### config.mk
export PLATFORM = sky130hd
export DESIGN_NAME = ahb_slave_fifo_push
export DESIGN_NICKNAME = d
export VERILOG_FILES = /design/src/rtl/ahb_bridge_pkg.sv /design/src/rtl/ahb_slave_fifo_push.sv
export SDC_FILE = /design/constraint.sdc
export NUM_CORES = 1
export LEC_CHECK = 0
export BUFFER_PORTS_ARGS = -buffer_cell sky130_fd_sc_hd__buf_4
export CORE_ASPECT_RATIO = 0.75
export CORE_MARGIN = 5
export CORE_UTILIZATION = 45
export CTS_CLUSTER_SIZE = 12
export DETAILED_ROUTE_END_ITERATION = 6
export PLACE_DENSITY = 0.77
export SLEW_MARGIN = 15
export SYNTH_ARGS = -nofsm -noshare
export SYNTH_HDL_FRONTEND = slang
export SYNTH_SLANG_ARGS = --single-unit
### constraint.sdc
create_clock -name i_clk -period 3.48 [get_ports i_clk]
set_input_delay 0.174 -clock i_clk [delete_from_list [all_inputs] [get_ports i_clk]]
set_output_delay 0.174 -clock i_clk [all_outputs]
set_load 0.05 [all_outputs]
### src/rtl/ahb_bridge_pkg.sv
// Shared types for the AHB2AHB bridge: transfer encodings, slave FSM states
// and the packed command word carried through the async write FIFO.
package ahb_bridge_pkg;

    localparam int CMD_ADDR_W = 32;
    localparam int CMD_DATA_W = 32;
    localparam int CMD_W      = 1 + 3 + CMD_ADDR_W + CMD_DATA_W;

    localparam logic HRESP_OKAY  = 1'b0;
    localparam logic HRESP_ERROR = 1'b1;

    typedef enum logic [1:0] {
        HT_IDLE   = 2'b00,
        HT_BUSY   = 2'b01,
        HT_NONSEQ = 2'b10,
        HT_SEQ    = 2'b11
    } htrans_e;

    typedef enum logic [2:0] {
        ST_IDLE,
        ST_DATA,
        ST_PUSH_WAIT,
        ST_RD_WAIT,
        ST_ERR1,
        ST_ERR2
    } state_e;

    typedef struct packed {
        logic                  write;
        logic [2:0]            size;
        logic [CMD_ADDR_W-1:0] addr;
        logic [CMD_DATA_W-1:0] data;
    } cmd_t;

endpackage

### src/rtl/ahb_slave_fifo_push.sv
// AHB-Lite slave front-end: turns each accepted transfer into one command
// word pushed into the async write FIFO, stalling on FIFO full and holding
// read data phases until the return path answers.
module ahb_slave_fifo_push
    import ahb_bridge_pkg::*;
#(
    parameter int ADDR_W = 32,
    parameter int DATA_W = 32,
    parameter int CMD_W  = 1 + 3 + ADDR_W + DATA_W
) (
    input  logic              i_clk,
    input  logic              i_rst,
    input  logic              i_hsel,
    input  logic [ADDR_W-1:0] i_haddr,
    input  logic [1:0]        i_htrans,
    input  logic              i_hwrite,
    input  logic [2:0]        i_hsize,
    input  logic [DATA_W-1:0] i_hwdata,
    input  logic              i_hready,
    output logic              o_hreadyout,
    output logic              o_hresp,
    output logic [DATA_W-1:0] o_hrdata,
    output logic              o_w_inc,
    output logic [CMD_W-1:0]  o_w_data,
    input  logic              i_w_full,
    input  logic              i_rd_valid,
    input  logic [DATA_W-1:0] i_rd_data,
    input  logic              i_rd_err
);

    state_e            state_q;
    cmd_t              cmd_q;
    logic [DATA_W-1:0] hrdata_q;

    logic ready;
    logic resp;
    logic push;
    cmd_t push_word;
    logic accept;

    // Ready/response/push decode. Kept combinational so a write data phase
    // against a non-full FIFO completes with zero wait states and the push
    // is gated by the live full flag.
    always_comb begin
        ready     = 1'b1;
        resp      = HRESP_OKAY;
        push      = 1'b0;
        push_word = '0;
        case (state_q)
            ST_DATA: begin
                push      = !i_w_full;
                ready     = cmd_q.write & !i_w_full;
                push_word = cmd_q;
                if (cmd_q.write) push_word.data = i_hwdata;
                if (!push) push_word = '0;
            end
            ST_PUSH_WAIT: begin
                push      = !i_w_full;
                ready     = cmd_q.write & !i_w_full;
                push_word = push ? cmd_q : '0;
            end
            ST_RD_WAIT: ready = 1'b0;
            ST_ERR1: begin
                ready = 1'b0;
                resp  = HRESP_ERROR;
            end
            ST_ERR2: resp = HRESP_ERROR;
            default: ;
        endcase
    end

    // A new address phase is only taken while this slave is completing (or
    // not holding) a data phase, so a stalled transfer is never overwritten.
    assign accept = i_hsel & i_hready & ready &
                    ((htrans_e'(i_htrans) == HT_NONSEQ) || (htrans_e'(i_htrans) == HT_SEQ));

    // Transfer FSM plus the command holding register and read data register.
    always_ff @(posedge i_clk or posedge i_rst) begin
        if (i_rst) begin
            state_q  <= ST_IDLE;
            cmd_q    <= '0;
            hrdata_q <= '0;
        end else begin
            case (state_q)
                ST_DATA: begin
                    if (cmd_q.write) begin
                        if (i_w_full) begin
                            cmd_q.data <= i_hwdata;
                            state_q    <= ST_PUSH_WAIT;
                        end else begin
                            state_q    <= ST_IDLE;
                        end
                    end else begin
                        state_q <= i_w_full ? ST_PUSH_WAIT : ST_RD_WAIT;
                    end
                end
                ST_PUSH_WAIT: begin
                    if (!i_w_full) state_q <= cmd_q.write ? ST_IDLE : ST_RD_WAIT;
                end
                ST_RD_WAIT: begin
                    if (i_rd_valid) begin
                        if (i_rd_err) begin
                            state_q <= ST_ERR1;
                        end else begin
                            hrdata_q <= i_rd_data;
                            state_q  <= ST_IDLE;
                        end
                    end
                end
                ST_ERR1: state_q <= ST_ERR2;
                ST_ERR2: state_q <= ST_IDLE;
                default: state_q <= ST_IDLE;
            endcase
            // A pipelined accept overrides the return-to-idle above.
            if (accept) begin
                state_q    <= ST_DATA;
                cmd_q.write <= i_hwrite;
                cmd_q.size  <= i_hsize;
                cmd_q.addr  <= i_haddr;
                cmd_q.data  <= '0;
            end
        end
    end

    assign o_hreadyout = ready;
    assign o_hresp     = resp;
    assign o_hrdata    = hrdata_q;
    assign o_w_inc     = push;
    assign o_w_data    = push_word;

endmodule

==> impl_metrics.csv, run 1 <==
group,metric,value,unit
finish,regArea,2577,um^2
global_route,grt_use_met3,0.05213,
finish,diodes,0,
clock_network,cts_resized,0,
logic_synthesis,syn_avg_cell_area,12.09,um^2
place,dp_slack,1279,ps
global_route,busiest_layer,"met2",
finish,finish.utilization,0.6373,
clock_network,hold_buffers,0,
sta,fin_skew,6.342,ps
worst_hold_path,worstHoldPathType,"input pin to flop",
place,dp_hpwl,9.252,mm
logic_synthesis,synth_seq_cells,103,
logic_synthesis,synthCells,405,
floorplan,rows,33,
run_status,status,"complete, no violations",
setup_path,cp_max_fo,32,
global_route,grt_use_met1,0.2446,
finish,layout-drive-gt1-share,0.4967,
sta,worstMarginPinSlew,992.5,ps
power,power.leakage,0.003370,uW
finish,fin_nets,714,
global_route,grt_pass1_wl,19.52,mm
sta,fmax,395.6,MHz
global_route,use_met2,0.3125,
logic_synthesis,yosysUniqueCellTypes,38,
sta,hold_viol,0,
routing,dr.pass1.iters,5,
place,place.detailed.instances,734,
routing,via_count,3825,
logic_synthesis,ys.warnings.count,0,
sta,worst_slack,952.3,ps
logic_synthesis,syn_nets,514,
finish,multi_input_area,2111,um^2
routing,avgRoutedWirePerCell,16.75,um
global_route,grt_start_max_net_pins,83,
power,powerDensity,936.5,nW/um^2
clock_network,postCtsSetupBuffers,0,
clock_network,root_buffer,"clkbuf_16",
setup_path,r2r_setup_slack,1280,ps
place,port_buffers,210,
sta,fin_crit,2528,ps
setup_path,cp.required,3310,ps
global_route,grt_pass1_vias,3910,
global_route,antenna_found_initial,0,
clock_network,cts_num_sinks,103,
setup_path,start_kind,"flop",
sta,finalSetupViolCount,0,
power,peakVddDrop,0.7914,mV
worst_hold_path,min_from,"i_haddr[0]",
place,gp_congestion,0.8310,
routing,antenna_left,0,
sta,period_share,0.7264,
routing,via_per_inst,5.100,
finish,final_cells,750,
routing,drcViolationCount,0,
setup_path,worstSetupEndpointType,"output pin",
sta,slew_headroom,0.3383,
sta,tns,0,ps
finish,nFillCells,838,
floorplan,core,10780,um^2
logic_synthesis,synth_area,4896,um^2
routing,wl,12.56,mm
floorplan,die_area,13090,um^2
floorplan,die_w,130.4,um
clock_network,clk_path_buf_depth,2,
floorplan,dieHeight,100.3,um
sta,rsz0062_at_grt,"no",
sta,maxSlewViolCount,0,
clock_network,tritoncts,"done",
floorplan,initial_utilization,0.4543,
routing,drt_iter0_drc,168,
setup_path,reg2reg_to,"cmd_q[43]",
global_route,grt-ovfl-total,0,
clock_network,path_clk_slew,70,ps
setup_path,worstSetupStartpoint,"state_q[1]",
job,drv_cap,0,
setup_path,reg2regPathDepth,5,
setup_path,criticalPathCategory,"flop to output pin",
logic_synthesis,ys_seq_area_frac,0.5265,
clock_network,htree_levels,3,
clock_network,cts_buffers,9,
finish,area_delta_synth_final,40.28,%
setup_path,arrival,2350,ps
setup_path,setup.worst_path.end,"o_w_data[8]",
setup_path,r2r_start,"state_q[2]",
global_route,grt_usage,0.1879,
clock_network,worstSkewPairLatency,340,ps
floorplan,pin_count,212,
[how the worst min path moves through the flow]
stage / to / slack [ps] / depth (start not counted)
4_1_cts: cmd_q[32] / 40 / 2
6_report: cmd_q[32] / 50 / 2
5_1_grt: cmd_q[32] / 50 / 2
2_1_floorplan: cmd_q[30] / 300 / 2
3_5_place_dp: cmd_q[32] / 400 / 2
3_3_place_gp: cmd_q[35] / 400 / 2
[stage by stage]
| step | total power (uW) | instance area, um^2 | hold slack [ps] |
|---|---|---|---|
| floorplan | 4350 | 4896 | 302.6 |
| global placement | 5234 | 6521 | 396.1 |
| detailed placement | 5317 | 6521 | 396.8 |
| CTS | 6491 | 6868 | 38.85 |
| global route | 6745 | 6868 | 45.14 |
| finish | 6431 | 6868 | 51.38 |
[worst max-delay path, stage by stage, from the launching register on]
cell and delay, ps:
dfrtp_1 520, inv_1 180, mux2_2 370, nor3_4 100
buf_4 360, a22o_1 250, buf_4 210
[cell usage in the layout, fill, tap and decap left out, drive strengths merged]
cell type    n
a22o        33
nand2       67
or2          1
mux2        67
bufinv       3
inv          4
nand2b       3
or3          2
o21ai        3
a21oi       34
a41o         1
nor3         4
and2        36
clkbuf      11
and4         1
clkinv       1
o221ai       1
nand4        1
dfrtp      103
nor4         1
nand3        1
o2bb2ai      1
xnor2        1
a211oi       1
nor2b        3
nor4b        1
nor3b        2
buf        219
nor2         4
[power breakdown]
part	switching (uW)	internal, uW
Sequential	299	1670
Combinational	2080	1230
Clock	429	724
Total	2800	3630
[area by class of cell]
type	count	area share
Sequential cell	103	0.3753
Inverter	3	0.002004
Tap cell	140	0.02551
Multi-Input combinational cell	269	0.3073
Timing Repair Buffer	219	0.2394
Clock buffer	11	0.03534
Clock inverter	5	0.01512
[sequential cells by signal, indices dropped and copies added, names as in the netlist]
register / count
cmd_q: 68
o_hrdata: 32
state_q: 3
[cell families after synthesis]
group / after synthesis / synth area share
AND/OR/NAND/NOR: 127 / 0.1375
buffers and inverters: 33 / 0.04421
multiplexers: 67 / 0.1848
flip-flops: 103 / 0.5264
AO/OA/AOI/OAI: 74 / 0.1053
XOR/XNOR: 1 / 0.001789
[cells in the mapped netlist]
cell | number | area, um^2
nor2b_2 | 1 | 8.760
buf_4 | 4 | 30.03
or2_1 | 1 | 6.260
o221ai_1 | 1 | 8.760
a211oi_1 | 1 | 7.510
a21oi_1 | 34 | 170.2
nor2_4 | 1 | 11.26
clkbuf_1 | 9 | 33.78
nor2b_1 | 2 | 12.51
mux2_1 | 9 | 101.4
nand3_1 | 1 | 5.000
nor3_4 | 1 | 16.27
or3_1 | 2 | 12.51
nor3_2 | 1 | 10.01
nor2_1 | 3 | 11.26
a41o_1 | 1 | 10.01
nor3_1 | 2 | 10.01
a22o_1 | 33 | 289.0
and4_1 | 1 | 8.760
inv_1 | 2 | 7.510
mux2_4 | 40 | 600.6
xnor2_1 | 1 | 8.760
nand2b_1 | 2 | 12.51
o2bb2ai_2 | 1 | 15.01
nor3b_2 | 1 | 12.51
inv_2 | 1 | 3.750
and2_1 | 36 | 225.2
dfrtp_1 | 103 | 2577
nor3b_1 | 1 | 7.510
buf_6 | 9 | 101.4
mux2_2 | 18 | 202.7
nand4_1 | 1 | 6.260
o21ai_0 | 3 | 15.01
nor4b_4 | 1 | 23.77
nand2b_2 | 1 | 8.760
nor4_2 | 1 | 12.51
nand2_1 | 67 | 251.5
buf_2 | 8 | 40.04
[metal layers]
| layer | part of all wire | vias to the layer above |
|---|---|---|
| met1 | 0.41 | 1855 |
| met4 | 0.011 | 0 |
| li1 | - | 1794 |
| met3 | 0.092 | 15 |
| met2 | 0.49 | 161 |
| met5 | 0 | - |
Note: power is estimated with default switching activity, not from simulation.
==> inputs of run 2 (changes only) <==
==> constraint.sdc (replaced) <==
create_clock -name i_clk -period 2.5 [get_ports i_clk]
set_input_delay 0.125 -clock i_clk [delete_from_list [all_inputs] [get_ports i_clk]]
set_output_delay 0.125 -clock i_clk [all_outputs]
set_load 0.05 [all_outputs]
==> impl_metrics.csv, run 2 (synthesized netlist as in run 1, its figures left out) <==
group,metric,value,unit
global_route,grt_pass1_vias,3914,
routing,wl,13.09,mm
power,peakVddDrop,0.8051,mV
floorplan,dieHeight,100.3,um
setup_path,cp_max_fo,32,
place,dp_hpwl,9.508,mm
finish,diodes,0,
clock_network,path_clk_slew,70,ps
sta,rsz0062_at_grt,"no",
global_route,grt_pass1_wl,20.07,mm
floorplan,pin_count,212,
clock_network,root_buffer,"clkbuf_16",
setup_path,reg2reg_to,"cmd_q[44]",
setup_path,r2r_start,"state_q[2]",
setup_path,r2r_setup_slack,410,ps
sta,period_share,0.9517,
sta,tns,0,ps
global_route,grt-ovfl-total,0,
finish,regMostFlops,"cmd_q",
sta,fmax,420.3,MHz
sta,finalSetupViolCount,0,
power,power.leakage,0.003372,uW
finish,nFillCells,814,
place,gp_congestion,0.7866,
global_route,grt_usage,0.1948,
place,port_buffers,210,
run_status,status,"complete, no violations",
sta,worstMarginPinSlew,533.6,ps
worst_hold_path,min_from,"i_haddr[21]",
routing,dr.pass1.iters,4,
power,power.share.clock,0.149,
sta,slew_headroom,0.6435,
routing,drcViolationCount,0,
floorplan,initial_utilization,0.4543,
power,combPwrFrac,0.534,
sta,fin_skew,4.983,ps
worst_hold_path,worstHoldPathType,"input pin to flop",
clock_network,cts_num_sinks,103,
place,place.detailed.instances,735,
routing,avgRoutedWirePerCell,17.23,um
job,drv_cap,0,
setup_path,arrival,2250,ps
setup_path,cp.required,2380,ps
clock_network,htree_levels,3,
routing,antenna_left,0,
sta,fin_crit,2379,ps
routing,drt_iter0_drc,175,
finish,fin_nets,725,
setup_path,start_kind,"flop",
floorplan,die_w,130.4,um
power,powerDensity,1250,nW/um^2
finish,final_cells,760,
finish,area_delta_synth_final,41.83,%
setup_path,setup.worst_path.end,"o_w_data[5]",
setup_path,worstSetupEndpointType,"output pin",
sta,hold_viol,0,
setup_path,criticalPathCategory,"flop to output pin",
power,seq_power_share,0.317,
routing,via_per_inst,5.095,
floorplan,die_area,13090,um^2
setup_path,reg2regPathDepth,5,
finish,largest_reg_flops,68,
floorplan,rows,33,
power,p_switching,3916,uW
finish,layout_commonest_cell,"buf_4",
floorplan,core,10780,um^2
global_route,grt_start_max_net_pins,57,
setup_path,worstSetupStartpoint,"state_q[1]",
clock_network,worstSkewPairLatency,330,ps
global_route,antenna_found_initial,0,
finish,final_cell_mix,"buf_4 (217), dfrtp_1 (101), nand2_1 (67)",
clock_network,clk_path_buf_depth,2,
routing,via_count,3872,
clock_network,tritoncts,"done",
power,cellInternalPower,4762,uW
sta,maxSlewViolCount,0,
power,power.share.switching,0.4512,
clock_network,cts_buffers,9,
finish,layout-drive-gt1-share,0.4935,
[run 2: cell type report]
class	count	area, um^2	share of cell area
clock inverters	5	35.03	0.005045
repair buffers	230	1789	0.2577
clock buffers	10	239.0	0.03441
inverters	3	15.01	0.002162
well taps	140	175.2	0.02523
flip-flops and latches	103	2580	0.3715
multi-input cells	269	2111	0.3040
[run 2: worst max-delay path, stage by stage (launching register included)]
cell     delay, ps
dfrtp_2        500
inv_1          140
mux2_2         370
nor3_4         110
buf_4          350
a22o_1         230
buf_4          200
[run 2: metal layers]
| metal | track usage | routed length, um | vias up |
|---|---|---|---|
| li1 | - | - | 1824 |
| met1 | 0.2392 | 5350 | 1878 |
| met2 | 0.3424 | 6566 | 158 |
| met3 | 0.05372 | 1048 | 12 |
| met4 | 0.04585 | 127 | 0 |
| met5 | 0 | 0 | - |
[run 2: per-stage QoR]
| step | setup WS [ps] | utilization | total power [uW] | hold WS [ps] | area, um^2 |
|---|---|---|---|---|---|
| 2_1_floorplan | 597.9 | - | 6056 | 253.6 | 4900 |
| 4_1_cts | 46.92 | 0.6414 | 8748 | 1.800 | 6912 |
| 3_3_place_gp | 428.7 | 0.6094 | 7298 | 197.4 | 6568 |
| 5_1_grt | 7.765 | 0.6444 | 9108 | 0.3649 | 6944 |
| 6_report | 120.7 | 0.6444 | 8679 | 17.85 | 6944 |
| 3_5_place_dp | 388.3 | 0.6094 | 7415 | 212.8 | 6568 |
[run 2: power by group through the flow]
| stage | Combinational (uW) | Sequential, uW | Clock [uW] |
|---|---|---|---|
| 2_1_floorplan | 2550 | 3510 | 0 |
| 3_3_place_gp | 4580 | 2720 | 0 |
| 3_5_place_dp | 4650 | 2760 | 0 |
| 4_1_cts | 4660 | 2750 | 1340 |
| 5_1_grt | 4860 | 2830 | 1410 |
| 6_report | 4630 | 2750 | 1300 |
[run 2: worst min path at each step]
stage	end	slack, ps	depth (start not counted)
after floorplan	cmd_q[30]	250	2
after detailed placement	cmd_q[8]	210	2
after CTS	cmd_q[53]	2	2
after global routing	cmd_q[53]	0.4	2
after global placement	cmd_q[30]	200	2
final	cmd_q[53]	20	2
[run 2: what timing repair did]
action	in CTS	in global routing
resized for setup	0	2
setup endpoints to repair	0	32
endpoints found under the hold margin	27	3
hold buffers	7	3
setup buffers	0	0
==> inputs of run 3 (changes only) <==
--- a/config.mk
+++ b/config.mk
@@ -6,6 +6,7 @@
 export NUM_CORES = 1
 export LEC_CHECK = 0
 export BUFFER_PORTS_ARGS = -buffer_cell sky130_fd_sc_hd__buf_4
+export CAP_MARGIN = 20
 export CORE_ASPECT_RATIO = 0.75
 export CORE_MARGIN = 5
 export CORE_UTILIZATION = 45
==> constraint.sdc (replaced) <==
create_clock -name i_clk -period 2.5 [get_ports i_clk]
set_input_delay 0.5 -clock i_clk [delete_from_list [all_inputs] [get_ports i_clk]]
set_output_delay 0.5 -clock i_clk [all_outputs]
set_load 0.05 [all_outputs]
==> impl_metrics.csv, run 3 (synthesized netlist as in run 1, its figures left out) <==
group,metric,value,unit
setup_path,arrival,2010,ps
setup_path,cp_cell_sequence,"nand2b_1, mux2_4, nor3_4, buf_6, clkbuf_16, a22o_1, buf_6",
setup_path,reg2regPathDepth,5,
floorplan,die_area,13090,um^2
routing,drt_iter0_drc,137,
setup_path,cp.required,2000,ps
clock_network,worstSkewPairLatency,330,ps
global_route,busiest_layer,"met2",
global_route,grt_usage,0.1917,
clock_network,htree_levels,3,
global_route,grt_use_met1,0.2409,
power,peakVddDrop,0.8347,mV
run_status,violations,"negative setup slack",
floorplan,die_w,130.4,um
setup_path,cp_max_fo,8,
finish,layout-drive-gt1-share,0.5129,
power,powerDensity,1259,nW/um^2
clock_network,root_buffer,"clkbuf_16",
finish,fin_nets,727,
sta,fin_skew,4.468,ps
finish,diodes,0,
setup_path,r2r_start,"state_q[2]",
setup_path,path_buf_inv,3,
power,power.leakage,0.003473,uW
setup_path,r2r_setup_slack,450,ps
routing,wl,13.27,mm
finish,largest_reg_flops,68,
sta,maxSlewViolCount,0,
floorplan,core,10780,um^2
floorplan,dieHeight,100.3,um
global_route,grt_start_max_net_pins,38,
routing,via_per_inst,5.077,
finish,final_cells,762,
global_route,antenna_found_initial,0,
sta,rsz0062_at_grt,"yes",
global_route,grt-ovfl-total,0,
setup_path,crit_path_top_delay_cell,"dfrtp_1",
routing,avgRoutedWirePerCell,17.41,um
sta,hold_viol,0,
run_status,status,"finished, violations left",
routing,via_count,3869,
place,port_buffers,210,
sta,tns,-14.36,ps
setup_path,worstSetupEndpointType,"output pin",
routing,drcViolationCount,0,
finish,area_delta_synth_final,46.54,%
worst_hold_path,worstHoldPathType,"input pin to asynchronous set/reset pin",
sta,slew_headroom,0.5425,
place,dp_hpwl,9.489,mm
setup_path,critical-path-top-delay-family,"buffers and inverters",
setup_path,slowest_delay,370,ps
clock_network,cts_num_sinks,103,
job,drv_cap,0,
sta,period_share,1.005,
finish,final_cell_mix,"buf_4 (189), dfrtp_1 (102), nand2_1 (67)",
global_route,grt_pass1_wl,19.81,mm
place,gp_congestion,0.8077,
floorplan,pin_count,212,
finish,regMostFlops,"cmd_q",
setup_path,criticalPathCategory,"flop to output pin",
clock_network,hold_buffers,0,
sta,fin_crit,2512,ps
sta,finalSetupViolCount,4,
floorplan,rows,33,
sta,worstMarginPinSlew,684.8,ps
setup_path,reg2reg_to,"cmd_q[41]",
global_route,use_met2,0.3290,
global_route,grt_use_met3,0.05266,
clock_network,clk_path_buf_depth,2,
sta,fmax,398.1,MHz
place,place.detailed.instances,741,
global_route,grt_pass1_vias,3942,
clock_network,tritoncts,"done",
finish,layout_commonest_cell,"buf_4",
setup_path,start_kind,"flop",
routing,antenna_left,0,
routing,dr.pass1.iters,4,
sta,holdWs,268.8,ps
clock_network,path_clk_slew,70,ps
floorplan,initial_utilization,0.4543,
setup_path,cpMostUsedCell,"buf_6",
sta,worst_slack,-12.00,ps
clock_network,cts_buffers,9,
-- run 3: cell types whose count changed in the layout (fill, tap and decap cells not counted), sizes merged --
| cell | delta |
|---|---|
| clkbuf | +2 |
| buf | +10 |
| dlygate4sd3 | -10 |
| bufinv | +1 |
| clkinvlp | -2 |
| inv | +1 |
-- run 3: worst max-delay path by stage --
stage,endpoint,slack [ps],cells past startpoint,startpoint
3_3_place_gp,o_w_data[59],420,5,i_w_full
4_1_cts,o_w_data[10],10,6,state_q[1]
5_1_grt,o_w_data[26],-100,7,cmd_q[67]
6_report,o_w_data[4],-10,7,cmd_q[67]
2_1_floorplan,o_w_data[38],150,4,i_w_full
3_5_place_dp,o_w_data[7],380,6,state_q[1]
-- run 3: metal layers --
layer  vias up  routed length, um
met3        13               1195
met1      1856               5283
met4         0                143
met5         -                  0
met2       176               6644
li1       1824                  -
-- run 3: final cells by class --
cell class	instances	area (um^2)
clock buffers	10	229.0
clock inverters	5	58.81
fillers	816	3602
inverters	3	15.01
multi-input cells	269	2132
flip-flops and latches	103	2579
well taps	140	175.2
repair buffers	232	1986
-- run 3: worst register-to-register path, delay by kind of cell (launching register included) --
kind                   cells  cell delay, ps
flip-flops                 1             540
AND/OR/NAND/NOR            3             630
multiplexers               1             400
buffers and inverters      1             380
-- run 3: timing repair --
action | CTS | global route
pin swaps | 0 | 33
gates resized for setup | 1 | 42
endpoints found under the setup margin | 1 | 61
setup buffers | 0 | 3
gates cloned | 0 | 3
-- run 3: power breakdown --
| group | internal [uW] | switching, uW |
|---|---|---|
| logic | 1960 | 3020 |
| registers | 2330 | 355 |
| clock network | 773 | 595 |
| total | 5060 | 3970 |
-- run 3: through the flow --
| stage | area, um^2 | util | total power (uW) | setup WS [ps] |
|---|---|---|---|---|
| after floorplan | 4900 | - | 6056 | 147.2 |
| after global placement | 6638 | 0.6159 | 7364 | 423.3 |
| after detailed placement | 6638 | 0.6159 | 7468 | 377.3 |
| after CTS | 6929 | 0.6430 | 8873 | 12.39 |
| after global routing | 7174 | 0.6657 | 9474 | -103.3 |
| final | 7174 | 0.6657 | 9034 | -12.00 |
